==> src/rtl/bundle_slot_queue.sv <==
// bundle_slot_queue
// Buffers fetched 128-bit bundles and splits each one into three 40-bit slots.
// Each slot gets a 3-bit execution unit code taken from the bundle template.
// The two oldest undecoded slots are presented on two decode lanes.
// The consumer retires 0, 1 or 2 of them per cycle.
//
// Bundle layout: slot0 [39:0], slot1 [79:40], slot2 [119:80], template [127:120].
// Template bits [5:0] hold one 2-bit class per slot. Bit 6 is reserved.
// Bit 7 is the stop bit.
//
// Optional feature, macro BUNDLE_STOP_EN:
//   When defined, a head bundle with its stop bit set never pairs its last
//   slot with slot 0 of the following bundle. Lane 1 is held invalid, so
//   such a group cannot dual-issue across the bundle boundary.
//   When undefined, template[7] is ignored and the lanes span bundles freely.
module bundle_slot_queue #(
  parameter int DEPTH = 4,
  parameter int AMSB  = 31
) (
  input  logic                   rst,
  input  logic                   clk,
  input  logic                   flush,
  input  logic                   in_valid,
  output logic                   in_ready,
  input  logic [127:0]           in_bundle,
  input  logic [AMSB:0]          in_pc,
  output logic                   out0_v,
  output logic [39:0]            out0_instr,
  output logic [2:0]             out0_unit,
  output logic [AMSB:0]          out0_pc,
  output logic                   out1_v,
  output logic [39:0]            out1_instr,
  output logic [2:0]             out1_unit,
  output logic [AMSB:0]          out1_pc,
  input  logic [1:0]             take,
  output logic [$clog2(DEPTH):0] bcount
);

  localparam int PW = $clog2(DEPTH);
  localparam int CW = PW + 1;

  // Extract slot n (0..2) from a bundle.
  function automatic logic [39:0] f_slot(input logic [127:0] b, input logic [1:0] n);
    logic [39:0] s;
    case (n)
      2'd0:    s = b[39:0];
      2'd1:    s = b[79:40];
      default: s = b[119:80];
    endcase
    return s;
  endfunction

  // Execution unit code for slot n: class from the template, and for memory
  // slots instr[34] separates a store from a load.
  function automatic logic [2:0] f_unit(input logic [127:0] b, input logic [1:0] n);
    logic [1:0]  cls;
    logic [39:0] ins;
    logic [2:0]  u;
    case (n)
      2'd0:    cls = b[121:120];
      2'd1:    cls = b[123:122];
      default: cls = b[125:124];
    endcase
    ins = f_slot(b, n);
    case (cls)
      2'd0:    u = 3'd1;
      2'd1:    u = 3'd2;
      2'd2:    u = 3'd3;
      default: u = ins[34] ? 3'd5 : 3'd4;
    endcase
    return u;
  endfunction

  // Slot address: bundle address with the slot index in the low bits.
  function automatic logic [AMSB:0] f_pc(input logic [AMSB-4:0] hi, input logic [1:0] n);
    return {hi, 2'b00, n};
  endfunction

  // Bundle storage. Only the upper address bits are kept, because a
  // bundle address always has its low 4 bits at zero.
  logic [127:0]    r_bundle [DEPTH];
  logic [AMSB-4:0] r_pc_hi  [DEPTH];

  // Control state
  logic [PW-1:0] r_wr;
  logic [PW-1:0] r_rd;
  logic [1:0]    r_sp;
  logic [CW-1:0] r_bcount;

  logic [PW-1:0]   w_rd_nx;
  logic [127:0]    w_head_b;
  logic [127:0]    w_next_b;
  logic [AMSB-4:0] w_head_pc;
  logic [AMSB-4:0] w_next_pc;
  logic            w_cross;
  logic            w_stop_block;
  logic            w_v0;
  logic            w_v1;
  logic [127:0]    w_l1_b;
  logic [AMSB-4:0] w_l1_pc;
  logic [1:0]      w_l1_n;
  logic [1:0]      w_nvalid;
  logic [1:0]      w_te;
  logic [2:0]      w_pos;
  logic [2:0]      w_pos_wrap;
  logic            w_pop;
  logic [1:0]      w_sp_nx;
  logic            w_push;
  logic [3:0]      w_unused_pc_lsb;

  assign w_unused_pc_lsb = in_pc[3:0];

  assign w_rd_nx   = r_rd + PW'(1);
  assign w_head_b  = r_bundle[r_rd];
  assign w_next_b  = r_bundle[w_rd_nx];
  assign w_head_pc = r_pc_hi[r_rd];
  assign w_next_pc = r_pc_hi[w_rd_nx];

  // Lane 1 comes from the next bundle once the head's last slot is on lane 0.
  assign w_cross = (r_sp == 2'd2);

`ifdef BUNDLE_STOP_EN
  assign w_stop_block = w_cross & w_head_b[127];
`else
  assign w_stop_block = 1'b0;
`endif

  assign w_v0    = (r_bcount != '0);
  assign w_v1    = w_cross ? ((r_bcount >= CW'(2)) & ~w_stop_block) : w_v0;
  assign w_l1_b  = w_cross ? w_next_b : w_head_b;
  assign w_l1_pc = w_cross ? w_next_pc : w_head_pc;
  assign w_l1_n  = w_cross ? 2'd0 : (r_sp + 2'd1);

  // Clamp the consumer's take to the number of valid lanes.
  // This keeps the slot pointer from ever walking into a bundle that is absent.
  assign w_nvalid   = {1'b0, w_v0} + {1'b0, w_v1};
  assign w_te       = (take > w_nvalid) ? w_nvalid : take;
  assign w_pos      = {1'b0, r_sp} + {1'b0, w_te};
  assign w_pos_wrap = w_pos - 3'd3;
  assign w_pop      = (w_pos >= 3'd3);
  assign w_sp_nx    = w_pop ? w_pos_wrap[1:0] : w_pos[1:0];

  // Readiness depends only on the registered count, so a pop in the same
  // cycle never opens room for a push while the queue is full.
  assign in_ready = (r_bcount < CW'(DEPTH));
  assign w_push   = in_valid & in_ready & ~flush;
  assign bcount   = r_bcount;

  // Pointer, slot position and occupancy update. Flush wins over push and take.
  always_ff @(posedge clk or posedge rst) begin
    if (rst) begin
      r_wr     <= '0;
      r_rd     <= '0;
      r_sp     <= 2'd0;
      r_bcount <= '0;
    end else if (flush) begin
      r_rd     <= r_wr;
      r_sp     <= 2'd0;
      r_bcount <= '0;
    end else begin
      if (w_push) r_wr <= r_wr + PW'(1);
      if (w_pop)  r_rd <= w_rd_nx;
      r_sp     <= w_sp_nx;
      r_bcount <= r_bcount + CW'(w_push) - CW'(w_pop);
    end
  end

  // Bundle payload write. Contents are qualified by the control state, so the
  // payload needs no reset.
  always_ff @(posedge clk) begin
    if (w_push) begin
      r_bundle[r_wr] <= in_bundle;
      r_pc_hi[r_wr]  <= in_pc[AMSB:4];
    end
  end

  // Lane outputs decoded from the head (and next) bundle, zeroed when invalid.
  always_comb begin
    out0_v     = w_v0;
    out0_instr = '0;
    out0_unit  = '0;
    out0_pc    = '0;
    out1_v     = w_v1;
    out1_instr = '0;
    out1_unit  = '0;
    out1_pc    = '0;
    if (w_v0) begin
      out0_instr = f_slot(w_head_b, r_sp);
      out0_unit  = f_unit(w_head_b, r_sp);
      out0_pc    = f_pc(w_head_pc, r_sp);
    end
    if (w_v1) begin
      out1_instr = f_slot(w_l1_b, w_l1_n);
      out1_unit  = f_unit(w_l1_b, w_l1_n);
      out1_pc    = f_pc(w_l1_pc, w_l1_n);
    end
  end

endmodule

==> config.mk <==
export PLATFORM = sky130hd
export DESIGN_NAME = bundle_slot_queue
export DESIGN_NICKNAME = d
export VERILOG_FILES = /design/src/rtl/bundle_slot_queue.sv
export SDC_FILE = /design/constraint.sdc
export NUM_CORES = 1
export LEC_CHECK = 0
export ABC_AREA = 1
export CAP_MARGIN = 10
export CORE_AREA = 2 2 278 308
export DETAILED_ROUTE_END_ITERATION = 8
export DIE_AREA = 0 0 280 310
export PLACE_DENSITY = 0.51
export SYNTH_ARGS = -nofsm -noshare
export SYNTH_HDL_FRONTEND = slang
export SYNTH_SLANG_ARGS = --single-unit
==> constraint.sdc <==
create_clock -name clk -period 9.89 [get_ports clk]
set_input_delay 1.978 -clock clk [delete_from_list [all_inputs] [get_ports clk]]
set_output_delay 1.978 -clock clk [all_outputs]
set_load 0.005 [all_outputs]
# --- Yosys cells after proc, flatten, opt, wreduce, memory -nomap -nowiden ---
# Memories as Yosys holds them, arrays and structs flattened.
# Index checks and enable logic that the tools add are counted.
op_classes:
  n_addsub: 8
  multipliers: 0
  n_div: 0
  n_lt_le_gt_ge: 4
  n_eq_ne: 7
  shift: 0
  mux: 30
  bitwise: 3
  n_reduce_logical: 7
ops:
  columns: ["op", "count"]
  rows:
  - ["40-bit case mux with 2 select lines", 2]
  - ["126-bit 2-to-1 mux", 1]
  - ["40-bit 2-to-1 mux", 2]
  - ["35-bit 2-to-1 mux", 2]
  - ["32-bit 2-to-1 mux", 2]
  - ["28-bit 2-to-1 mux", 1]
  - ["3-bit case mux with 3 select lines", 2]
  - ["2-bit 2-to-1 mux", 8]
  - ["3-bit 2-to-1 mux", 3]
  - ["2-bit by 1-bit equality test with 1-bit output, second input constant", 4]
  - ["2-bit zero test", 4]
  - ["2-bit case mux with 2 select lines", 2]
  - ["2-bit by 1-bit adder with 2-bit output, second input constant", 3]
  - ["2-bit equality test, second input constant", 3]
  - ["3-bit by 2-bit >= comparator with 1-bit output, second input constant", 2]
  - ["1-bit 2-to-1 mux", 5]
  - ["2-bit by 2-bit adder with 3-bit output", 1]
  - ["3-bit by 1-bit adder with 3-bit output", 1]
  - ["3-bit less-than comparator, second input constant", 1]
  - ["3-bit nonzero test", 1]
  - ["3-bit by 1-bit subtractor with 3-bit output", 1]
  - ["1-bit by 1-bit adder with 2-bit output", 1]
  - ["1-bit bitwise AND", 2]
  - ["2-bit > comparator", 1]
  - ["other kinds (4)", 4]
word_totals:
  reg_bits: 9
  latch_bits: 0
  ram_bits: 624
  rom_bits: 0
  input_bits: 166
  elab_cells: 65
  mem_count: 2
mem_list:
  columns: ["name", "depth", "width", "rd", "rd_ports_with_merged_regs", "wr", "line_no", "source"]
  rows:
  - ["r_bundle", 4, 128, 2, 0, 1, "81", "logic [127:0] r_bundle [DEPTH];"]
  - ["r_pc_hi", 4, 28, 2, 0, 1, "82", "logic [AMSB-4:0] r_pc_hi [DEPTH];"]

# --- Longest topological paths before layout ---
depth:
  ltp_word: 9
  mapped_depth: 25

# --- Worst setup path after synthesis ---
# No wires, ideal clock.
synth_timing:
  path_kind: "input port to flip-flop"
  from: "in flush"
  to: "mem r_bundle[0][0] (enable)"
  setup_time_ps: 670
  arrival_time_ps: 8725
  required_ps: 9220
  slack_ps: 495
  cell_stages: 3
  n_path_buf: 0
  cell_sequence: "inv_1 > nand3_1 > nor2_1"
synth_via:
  elab_chain_cells: 4
synth_rtl:
  columns: ["item", "line_no", "source"]
  rows:
  - ["start, declared", "22", "input logic flush,"]
  - ["1-bit NOT (no source line)", null, null]
  - ["1-bit bitwise AND", "146", "assign w_push = in_valid & in_ready & ~flush;"]
  - ["1-bit 2-to-1 mux", "171", "if (w_push) begin"]
  - ["1-bit 2-to-1 mux (not written as such)", "172", "r_bundle[r_wr] <= in_bundle;"]
  - ["end, declared", "81", null]
# Every way passes these cells.

# --- Worst setup path after layout ---
layout_timing:
  from: "reg r_rd[0]"
  to: "out out1_instr[9]"
layout_via:
  elab_chain_cells: 5
layout_rtl:
  columns: ["item", "line_no", "source"]
  rows:
  - ["start, declared", "86", "logic [PW-1:0] r_rd;"]
  - ["start signal, assigned", "157", "r_rd <= r_wr;"]
  - ["start signal, assigned", "162", "if (w_pop) r_rd <= w_rd_nx;"]
  - ["2-bit by 1-bit adder with 2-bit output", "113", "assign w_rd_nx = r_rd + PW'(1);"]
  - ["memory read 4 x 128 bit *", null, null]
  - ["126-bit 2-to-1 mux *", "130", "assign w_l1_b = w_cross ? w_next_b : w_head_b;"]
  - ["40-bit case mux with 2 select lines *", "45", "case (n)"]
  - ["40-bit 2-to-1 mux *", "192", "if (w_v1) begin"]
  - ["end, declared", "32", "output logic [39:0] out1_instr,"]
# Mark *: on every way between the ends. The rest lies on a longest branch, timed or not.

==> results_dict.tcl <==
set metrics [dict create \
    power_switching_w 0.00456 \
    rsz0062_at_grt "no" \
    setup_viol 0 \
    avgSynthCellArea_um2 9.85 \
    syn_to_final_growth_pct 21.0 \
    syn_area_um2 29100 \
    antenna_found_initial 25 \
    cp.required_ns 7.91 \
    r2r-end "bcount[2]" \
    setup_tns_ns 0 \
    seqPwrFrac_pct 29.8 \
    final_util_pct 41.9 \
    antenna_left 0 \
    slew_violations 0 \
    first_iter_violations 1635 \
    start_util_pct 34.6 \
    synth_edf_count 616 \
    nNetsFinal 3358 \
    core_um2 83900 \
    worstSetupPathType "reg -> out" \
    r2r_slack_ns 4.15 \
    clk_pin_slew_ns 0.06 \
    p_leak_nw 13.2 \
    min_path_type "reg -> reg" \
    maxCapViolations 0 \
    power.internal_w 0.00656 \
    power.density_nw_per_um2 316 \
    period_needed_ns 7.59 \
    worstRegToRegCells 25 \
    wl_mm 93.6 \
    grt_max_degree 207 \
    cts-htree-levels 3 \
    yosysUniqueCellTypes 35 \
    finalCritPeriodShare_pct 76.8 \
    worstPathArrival_ns 5.62 \
    synth-seq-cells 625 \
    cts_setup_buffers 0 \
    tightestPinTransition_ns 1.21 \
    route.detailed.wl_per_inst_um 21.7 \
    power_w 0.0111 \
    start_kind "register" \
    cts_sinks 625 \
    max_freq_ghz 0.132 \
    finalHoldViolations 0 \
    holdBufCountCts 0 \
    port_buffers 311 \
    place.gp.congestion 0.787 \
    ys_async_sr_fraction_pct 1.44 \
    fin_worst_skew_ns 0.0244 \
    dp_hpwl_mm 53.1 \
    grt_pass1_wl_mm 138 \
    std_cell_rows 112 \
    cts_root_buffer "clkbuf_16" \
    worstHoldEndpoint "r_wr[1]" \
    vdd_drop_max_uv 330 \
    synth_adder_area_share_pct 0.784 \
    syn_inst 2949 \
    grt_pass1_vias 22141 \
    synth_compound_area_share_pct 8.13 \
    cts_buffers 70 \
    comb_power_share_pct 46.8 \
    die-width_um 280 \
    seq_area_frac_synth_pct 64.4 \
    grt.total_usage_pct 21.2 \
    ios 322 \
    holdPathStages 2 \
    synth_xor_area_share_pct 0.0301 \
    crit_fanout 206 \
    first_pass_iters 5 \
    synthSimpleGateAreaFrac_pct 21.5 \
    die_y_um 310 \
    yosys_warnings 0 \
    dieArea_um2 86800 \
    min_from "r_wr[1]" \
    cts_tree "yes" \
    cts_resized 0 \
    r2r_start "r_sp[1]" \
    clk_latency_ns 0.62 \
    clkPwrFrac_pct 23.4 \
    max_slew_margin_pct 19.4 \
    drive_gt1_share_pct 4.80 \
    clk_path_buf_depth 3 \
    synthFlopType "edfxtp_1" \
    drt-vias-per-instance 5.18 \
    switching_share_pct 41.0 \
    crit_path_end_kind "output pin" \
    drcViolationCount 0 \
    outcome "complete, no violations" \
    vias 22400 \
    synth_top_family_by_area "simple AND/OR/NAND/NOR gates" \
    synthMuxAreaShare_pct 0 \
    grt_overflow 0 \
]
## power by group through the flow
stage | logic (W) | clock network, W | registers [W]
5_1_grt | 0.00573 | 0.00276 | 0.00334
3_5_place_dp | 0.00522 | 0 | 0.00337
3_3_place_gp | 0.00516 | 0 | 0.00336
6_report | 0.00520 | 0.00260 | 0.00332
4_1_cts | 0.00525 | 0.00266 | 0.00332
2_1_floorplan | 0.00303 | 0 | 0.00336
## cell usage in the layout (no fill, tap or decap), types with 2 or more instances in the layout
cell type / instances
o21ai_1: 6
o221ai_1: 2
inv_2: 4
nor3_1: 7
clkinvlp_4: 3
clkinv_2: 10
edfxtp_1: 616
a22oi_1: 6
clkinv_1: 11
nand4_1: 4
buf_4: 25
nor2_4: 6
clkdlybuf4s50_1: 311
conb_1: 4
dfrtp_1: 6
a21oi_1: 251
and3_1: 17
inv_16: 3
nand3_1: 270
nor3_2: 7
fa_1: 2
nor2_1: 225
inv_8: 2
inv_1: 104
clkinv_4: 2
o21ai_0: 186
bufinv_16: 7
ha_1: 15
diode_2: 10
nand2_1: 1003
dfrtp_4: 2
clkbuf_1: 16
o211ai_1: 3
clkbuf_16: 72
a211oi_1: 4
buf_12: 5
## layer usage
metal | share of wire, % | vias up | GRT usage (%) | routed length [µm]
li1 | - | 10528 | - | -
met1 | 42 | 10903 | 26.7 | 39100
met2 | 49 | 786 | 36.5 | 46000
met3 | 6.4 | 169 | 3.76 | 5960
met4 | 2.7 | 14 | 7.45 | 2510
met5 | 0.099 | - | 0 | 93
## cell usage after synthesis, drive strengths merged (2+ instances only)
cell type	instances	area share [%]
a21oi	251	4.3
nand4	4	0.086
fa	2	0.14
clkbuf	44	0.57
ha	15	0.65
nor2	232	3.1
edfxtp	616	64
nand2	1005	13
dfrtp	9	0.78
a211oi	4	0.10
inv	110	1.4
o211ai	3	0.078
nor3	14	0.36
buf	146	3.1
o221ai	2	0.060
nand3	270	4.7
o21ai	193	3.3
and3	17	0.37
a22oi	6	0.16
## worst max-delay path, cell delays in order, from the launching register on
cell             delay [ns]
dfrtp_4                0.70
buf_4                  0.73
buf_12                 0.64
nand2_1                0.18
inv_2                  0.62
buf_4                  0.54
nand2_1                0.11
nand2_1                0.07
o21ai_0                0.11
nand2_1                0.09
nor2_1                 0.04
nor2_1                 0.28
clkdlybuf4s50_1        0.58
## kinds of logic (layout without fill, tap and decap cells)
kind of cell             count (synthesis)  after routing
flip-flops                             625            625
XOR/XNOR                                 1              1
AND/OR/NAND/NOR                       1542           1542
AO/OA/AOI/OAI                          462            462
buffers and inverters                  301            577
adder cells (fa/ha/maj)                 17             17
other                                    1             14
## through the flow
step,worst slack [ns],cells,hold slack [ns],area (µm²)
detailed placement,3.11,4186,0.631,32800
CTS,2.45,4311,0.643,35100
floorplan,0.495,2952,0.569,29100
global route,2.01,4320,0.690,35200
finish,2.30,4321,0.639,35200
global placement,3.14,4186,0.602,32800
## worst max-delay path by stage
stage,start,endpoint,cells past startpoint
floorplan,flush,r_bundle[0][0],3
global placement,r_rd[0],out1_instr[9],12
detailed placement,r_rd[0],out1_instr[9],12
CTS,r_rd[0],out1_instr[9],12
global route,r_rd[0],out1_instr[9],12
finish,r_rd[0],out1_instr[9],12
## state kept, by name (all words and copies together), names as in the netlist
signal and count:
r_rd 2, bcount 3, r_bundle 504, r_sp 2, r_pc_hi 112, r_wr 2
## final cells by class
| class | count | area [µm²] |
|---|---|---|
| Antenna cell | 10 | 25.0 |
| Multi-Input combinational cell | 2026 | 8920 |
| Clock inverter | 37 | 423 |
| Sequential cell | 625 | 18700 |
| Inverter | 111 | 432 |
| Clock buffer | 88 | 1860 |
| Tap cell | 1083 | 1360 |
| Timing Repair Buffer | 341 | 3400 |
| Fill cell | 7879 | 48800 |
(Power assumes the default switching activity.)
